`config.mk`:
```
export PLATFORM = sky130hd
export DESIGN_NAME = fork_join_sched
export DESIGN_NICKNAME = d
export VERILOG_FILES = /design/src/rtl/fork_join_pkg.sv /design/src/rtl/fj_branch.sv /design/src/rtl/fork_join_sched.sv
export SDC_FILE = /design/constraint.sdc
export NUM_CORES = 1
export LEC_CHECK = 0
export CORE_ASPECT_RATIO = 0.5
export CORE_MARGIN = 4
export CORE_UTILIZATION = 38
export CTS_CLUSTER_SIZE = 8
export DETAILED_ROUTE_END_ITERATION = 10
export DONT_BUFFER_PORTS = 1
export PLACE_DENSITY = 0.62
export SYNTH_ARGS = -nofsm -noshare
export SYNTH_HDL_FRONTEND = slang
export SYNTH_SLANG_ARGS = --single-unit
```
`constraint.sdc`:
```
create_clock -name clk -period 2.1 [get_ports clk]
set_input_delay 0.315 -clock clk [delete_from_list [all_inputs] [get_ports clk]]
set_output_delay 0.315 -clock clk [all_outputs]
set_load 0.005 [all_outputs]
```
`src/rtl/fork_join_pkg.sv`:
```
// Shared types and default sizing for the fork/join scheduler.
package fork_join_pkg;

  // Default sizing: NBR supports 1..16 branches.
  localparam int DEF_NBR = 4;
  localparam int DEF_DW  = 8;
  localparam int DEF_CW  = 16;

  // Scheduler FSM states.
  typedef enum logic [1:0] {
    IDLE = 2'd0,
    RUN  = 2'd1,
    JOIN = 2'd2
  } state_t;

endpackage

```
`src/rtl/fj_branch.sv`:
```
// One fork branch: holds its latched enable and delay, remembers whether it
// has fired in the current fork, and emits a registered one-cycle fire pulse
// when the shared elapsed counter reaches its delay.
module fj_branch
  import fork_join_pkg::*;
#(
  parameter int DW = DEF_DW
) (
  input  logic          clk,
  input  logic          reset,
  input  logic          load,      // launch or re-arm: capture config, clear fired
  input  logic          active,    // scheduler in RUN and not being aborted
  input  logic          en_in,
  input  logic [DW-1:0] delay_in,
  input  logic [DW-1:0] elapsed,
  output logic          fire,
  output logic          done       // disabled, already fired, or firing now
);

  logic          en_q;
  logic [DW-1:0] delay_q;
  logic          fired_q;
  logic          hit;

  assign hit  = active && en_q && !fired_q && (elapsed == delay_q);
  assign done = !en_q || fired_q || hit;

  // Capture config on load; the fire pulse is the registered match.
  always_ff @(posedge clk) begin
    if (reset) begin
      en_q    <= 1'b0;
      delay_q <= '0;
      fired_q <= 1'b0;
      fire    <= 1'b0;
    end else begin
      fire <= hit;
      if (load) begin
        en_q    <= en_in;
        delay_q <= delay_in;
        fired_q <= 1'b0;
      end else if (hit) begin
        fired_q <= 1'b1;
      end
    end
  end

endmodule

```
`src/rtl/fork_join_sched.sv`:
```
// Fork/join scheduler: launches NBR timed branches, emits a join pulse once
// every enabled branch has fired, and optionally re-arms after each join.
//
// Control contract: start is a level request honoured only in IDLE (ignored
// while busy); abort wins over everything except reset; join_done and fire
// are single-cycle registered pulses with no combinational input paths, so a
// consumer must take them in the cycle they are high (no backpressure).
module fork_join_sched
  import fork_join_pkg::*;
#(
  parameter int NBR = DEF_NBR,
  parameter int DW  = DEF_DW,
  parameter int CW  = DEF_CW
) (
  input  logic              clk,
  input  logic              reset,
  input  logic              start,
  input  logic              abort,
  input  logic              auto_rearm,
  input  logic [NBR-1:0]    en_mask,
  input  logic [NBR*DW-1:0] delay_i,
  output logic              busy,
  output logic [NBR-1:0]    fire,
  output logic              join_done,
  output logic [CW-1:0]     iter_cnt,
  output state_t            state_dbg
);

  localparam logic [DW-1:0] ELAPSED_MAX = {DW{1'b1}};

  state_t          state_q;
  state_t          state_d;
  logic [DW-1:0]   elapsed_q;
  logic [NBR-1:0]  done;
  logic            all_done;
  logic            active;
  logic            load;
  logic            join_now;

  // Branches are only allowed to match while running and not being aborted.
  assign active   = (state_q == RUN) && !abort;
  assign load     = !abort && (((state_q == IDLE) && start) ||
                               ((state_q == JOIN) && auto_rearm));
  assign join_now = (state_q == JOIN) && !abort;
  assign all_done = &done;

  for (genvar i = 0; i < NBR; i++) begin : g_branch
    fj_branch #(.DW(DW)) u_branch (
      .clk      (clk),
      .reset    (reset),
      .load     (load),
      .active   (active),
      .en_in    (en_mask[i]),
      .delay_in (delay_i[i*DW +: DW]),
      .elapsed  (elapsed_q),
      .fire     (fire[i]),
      .done     (done[i])
    );
  end

  // Next-state logic; abort returns to IDLE from any state.
  always_comb begin
    state_d = state_q;
    if (abort) begin
      state_d = IDLE;
    end else begin
      case (state_q)
        IDLE:    if (start) state_d = RUN;
        RUN:     if (all_done) state_d = JOIN;
        JOIN:    state_d = auto_rearm ? RUN : IDLE;
        default: state_d = IDLE;
      endcase
    end
  end

  // State, saturating elapsed counter, join pulse and iteration counter.
  always_ff @(posedge clk) begin
    if (reset) begin
      state_q   <= IDLE;
      elapsed_q <= '0;
      join_done <= 1'b0;
      iter_cnt  <= '0;
    end else begin
      state_q   <= state_d;
      join_done <= join_now;
      if (join_now) iter_cnt <= iter_cnt + CW'(1);
      if (load) begin
        elapsed_q <= '0;
      end else if ((state_q == RUN) && (elapsed_q != ELAPSED_MAX)) begin
        elapsed_q <= elapsed_q + DW'(1);
      end
    end
  end

  assign busy      = (state_q == RUN) || (state_q == JOIN);
  assign state_dbg = state_q;

endmodule

```
; ---- Yosys cells after proc, flatten, opt, wreduce, memory -nomap -nowiden
; Index checks and enable logic that the tools add are counted.
[totals]
input_bits = 41
ff_bits = 71
out_inout_bits = 24
word_cells = 77
[op_classes]
n_eq_ne = 9
reduce_logical = 42
n_mux = 4
n_addsub = 2
[op_table]
columns = op, n
row1 = 8-bit equality test, 4
row2 = 1-bit logical AND, 18
row3 = 16-bit by 1-bit adder with 16-bit output (second input constant), 1
row4 = 1-bit logical OR, 10
row5 = 1-bit zero test, 9
row6 = 8-bit by 1-bit adder with 8-bit output (second input constant), 1
row7 = 8-bit inequality test (second input constant), 1
row8 = 2-bit one-hot mux with 3 select lines, 1
row9 = 2-bit two-way mux, 2
row10 = 2-bit inequality test (second input constant), 2
row11 = 4-bit AND reduction, 1
row12 = 2-bit OR reduction, 2
row13 = 2-bit by 1-bit equality test with 1-bit output (second input constant), 1
row14 = 2-bit equality test (second input constant), 1
row15 = 2-bit zero test, 1
row16 = 2-bit AND reduction, 1
row17 = 1-bit two-way mux, 1

; ---- Logic depth before layout (Yosys ltp)
[logic_depth]
word_depth = 9
mapped_depth = 9
ltp_nobuf = 8

; ---- Hierarchy
; Synthesis repeated with hierarchy kept, for this count alone.
[hier_totals]
cells_unflattened = 355
hier_area_um2 = 3412.0
[modules_own_cells]
columns = mod, cells_per_inst, area_per_inst_um2, n_inst, seq_area_each_um2
row1 = fj_branch, 52, 518.0, 4, 220.2
row2 = fork_join_sched, 147, 1340.0, 1, 540.5

; ---- Worst setup path after synthesis
; No wires, ideal clock.
[synth_path]
kind = flip-flop to flip-flop
from = reg state_q[0], in the netlist state_dbg[0]
to = reg iter_cnt[12]
period_less_slack_ns = 1.803
path_buffers = 1
path_slack_ns = 0.297
stages_incl_launch_ff = 10
setup_time_ns = 0.128
t_required_ns = 1.972
t_arrival_ns = 1.676
cell_sequence = dfxtp_1 inv_1 ha_1 nor2b_1 buf_2 and4_1 and2b_1 nand3_1 xor2_1 nor2_1
[synth_via]
elab_chain_len = 2
[synth_lines]
columns = item, line_no
row1 = start: declaration, fork_join_sched.sv:31  ; state_t state_q;
row2 = start signal: assignment, fork_join_sched.sv:84  ; state_q <= state_d;
row3 = 2-bit equality test, fork_join_sched.sv:44  ; assign join_now = (state_q == JOIN) && !abort;
row4 = 1-bit logical AND, fork_join_sched.sv:44
row5 = end signal: assignment, fork_join_sched.sv:86  ; if (join_now) iter_cnt <= iter_cnt + CW'(1);
row6 = end: declaration, fork_join_sched.sv:25  ; output logic [CW-1:0] iter_cnt,
; Every way passes these cells.
; A chain may end at the register's enable or synchronous reset.

; ---- Worst setup path in the final report
[layout_path]
from = reg elapsed_q[7]
to = reg state_q[0], in the netlist state_dbg[0]
[layout_via]
elab_chain_len = 6
elab_cells_between_ends = 15
cone_classes = 5 x eq/ne / 10 x reduce/logical
[layout_lines]
columns = item, line_no
row1 = start: declaration, fork_join_sched.sv:33  ; logic [DW-1:0] elapsed_q;
row2 = start signal: assignment, fork_join_sched.sv:90  ; elapsed_q <= elapsed_q + DW'(1);
row3 = 8-bit equality test, fj_branch.sv:25  ; assign hit = active && en_q && !fired_q && (elapsed == delay_q);
row4 = 1-bit logical AND, fj_branch.sv:25
row5 = 1-bit logical OR, fj_branch.sv:26  ; assign done = !en_q || fired_q || hit;
row6 = 4-bit AND reduction *, fork_join_sched.sv:45  ; assign all_done = &done;
row7 = 2-bit inequality test (no line) *, --
row8 = 2-bit AND reduction (no line) *, --
; Every way passes the cells marked *; elsewhere a longest branch is shown, timed or not.

==> results_dict.tcl <==
set metrics [dict create \
    status "complete, no violations" \
    slew_headroom_pct 67.39 \
    synth-simple-area-share_pct 25.73 \
    avgSynthCellArea_um2 8.245 \
    async_reset_ff_share_pct 0 \
    synth_cells 397 \
    slew_viol_final 0 \
    grt_setup_unrepaired "no" \
    hold_viol 0 \
    initialDrtViolationCount 74 \
    io_buffers 0 \
    drt_pass1_iterations 4 \
    path_clk_slew_ns 0.05 \
    synth_xor_area_share_pct 14.45 \
    finalPower_w 0.003531 \
    cp-start-kind "flip-flop" \
    worstSetupPathType "flip-flop to flip-flop" \
    post-route-period-util_pct 90.47 \
    crit_chain "buf_4 > xor2_1 > nor3_1 > and3_1 > o22ai_1 > o2111ai_1 > nand3_1" \
    clk_path_buf_depth 2 \
    yosysSeqAreaShare_pct 43.43 \
    ys_types 37 \
    synth.mux.area_fraction_pct 0.3058 \
    syn_nets 445 \
    clk_latency_ns 0.33 \
    crit_path_end_kind "flip-flop" \
    die_y_um 73.63 \
    drive_gt1_share_pct 9.476 \
    grt_max_degree 60 \
    ys_warn_count 0 \
    setup_violations 0 \
    cts_tree "built" \
    yosysTopAreaCellShare_pct 43.43 \
    finalWirelength_mm 7.231 \
    wl_per_cell_um 14.10 \
    whs_ns 0.05098 \
    placementRows 23 \
    design.core.area_um2 8202 \
    yosys.area_share.adder_pct 2.676 \
    fillers 812 \
    dp_slack_ns 0.1591 \
    vias_per_cell 4.901 \
    synth_seq_cells 71 \
    gr-total-overflow 0 \
    diodes 0 \
    die_x_um 139.3 \
    max_freq_ghz 0.5264 \
    vias 2514 \
    maxCapViolCount 0 \
    layout.nets 445 \
    cpPeakStageDelay_ns 0.45 \
    die-area_um2 10250 \
    yosysTopAreaCell "dfxtp_1" \
    critical_path_required_ns 2.31 \
    grt_pass1_vias 2361 \
    fin_tns_setup_ns 0 \
    grt_pass1_wl_mm 11.91 \
    syn_to_final_growth_pct 13.53 \
    multi_input_area_um2 1704 \
    min_period_ns 1.900 \
    post-route-drc-count 0 \
    pin_count 65 \
    ys.flop_type "dfxtp_1" \
    cp.arrival_ns 2.11 \
    powerDensity_nw_per_um2 950.3 \
    mappedNetlistArea_um2 3273 \
    ant_nets 0 \
    synth_compound_area_share_pct 8.792 \
    antenna_found_initial 0 \
    dpl.hpwl_mm 5.380 \
    ir_drop_uv 434.2 \
    seq_area_um2 1423 \
    p_leak_nw 1.538 \
    h-tree-depth 3 \
    start_util_pct 39.91 \
    ctsHoldBuffers 0 \
    place.gp.congestion 0.7815 \
    synth_area_leaders "dfxtp_1 43%, xor2_1 12%, nand2_1 9.6%" \
    worstPathMaxFanout 4 \
    finalWorstSetupSlack_ns 0.2002 \
    crit_slowest_cell "dfxtp_1" \
    numClockSinks 71 \
    grt_usage_pct 14.92 \
    synth-edff-count 0 \
    clockRootBuffer "clkbuf_16" \
    hold_path_class "input pin to flip-flop" \
    tightest_slew_ns 0.4891 \
    cts_buffers 9 \
    synth_top_family_by_area "simple AND/OR/NAND/NOR gates" \
    skew_ns 0.004565 \
]
routing by layer:
layer | wire length (um) | GRT usage, % | part of all wire [%]
met4 | 115 | 5.857 | 1.6
met2 | 2959 | 22.14 | 41
met5 | 0 | 0 | 0
met3 | 510 | 6.437 | 7.1
met1 | 3645 | 19.30 | 50
state kept, by name (all words and copies together) (netlist names):
| signal | count |
|---|---|
| g_branch.u_branch.en_q | 4 |
| state_dbg | 2 |
| g_branch.u_branch.fired_q | 4 |
| join_done | 1 |
| g_branch.u_branch.fire | 4 |
| elapsed_q | 8 |
| iter_cnt | 16 |
| g_branch.u_branch.delay_q | 32 |
where the power goes:
part	internal (W)	switching, W	leakage (nW)	total (W)
registers	0.00142	0.0000705	0.576	0.00149
clock network	0.00106	0.000527	0.149	0.00159
logic	0.000190	0.000257	0.813	0.000448
cell usage in the layout, fill, tap and decap left out, drive strengths merged, types with 2 or more instances in the layout:
master	count
nand2b	5
nand4	5
dfxtp	71
o22a	2
xnor2	10
o2111ai	2
clkbuf	12
nor4	5
bufinv	2
nor3	10
nor2b	3
and3	4
buf	16
xor2	44
o22ai	2
nand3	18
inv	4
or2b	2
a31oi	2
a21oi	40
nor2	40
and4	4
nand2	84
ha	7
metrics by stage:
step	cells	util, %	cell area (um2)
floorplan	397	-	3273
global route	513	45.31	3716
global placement	498	41.46	3401
CTS	513	45.29	3715
finish	513	45.31	3716
detailed placement	498	41.46	3401
logic make-up (layout without fill, tap and decap cells):
kind of cell | after synthesis | after routing
AO/OA/AOI/OAI | 51 | 51
flip-flops | 71 | 71
adder cells (fa/ha/maj) | 7 | 7
buffers and inverters | 31 | 35
AND/OR/NAND/NOR | 182 | 182
multiplexers | 1 | 1
XOR/XNOR | 54 | 54
what timing repair did:
item,CTS,global route
buffers inserted,0,0
setup endpoints to repair,0,1
gates resized for setup,0,1
cells in the mapped netlist, drive strengths merged (2+ instances only):
master and n:
nand2 84, dfxtp 71, xor2 44, a21oi 40, nor2 40, nand3 18
buf 15, clkbuf 12, nor3 10, xnor2 10, ha 7, nand2b 5
nand4 5, nor4 5, and3 4, and4 4, inv 4, nor2b 3
a31oi 2, o2111ai 2, o22a 2, o22ai 2, or2b 2
final timing paths:
| check | slack, ns | start | endpoint | cells past startpoint |
|---|---|---|---|---|
| worst max-delay path | 0.20 | elapsed_q[7] | state_dbg[0] | 7 |
| worst min-delay path | 0.05 | reset | g_branch[1].u_branch.delay_q[2] | 1 |
| worst max register to register | 0.20 | elapsed_q[7] | state_dbg[0] | 7 |
| worst min register to register | 0.46 | g_branch[2].u_branch.fired_q | g_branch[2].u_branch.fired_q | 2 |
cell type report:
class	count	area share, %
multi-input cells	295	45.86
repair buffers	16	3.232
well taps	112	3.771
inverters	4	0.4040
clock inverters	3	1.818
flip-flops and latches	71	38.28
clock buffers	12	6.633
worst max-delay path, delay by kind of cell (launching register included):
kind | cells | cell delay, ns
compound gates | 2 | 0.32
flops | 1 | 0.45
xor+xnor | 1 | 0.06
buf+inv | 1 | 0.18
simple gates | 3 | 0.75
(Power assumes the default switching activity.)
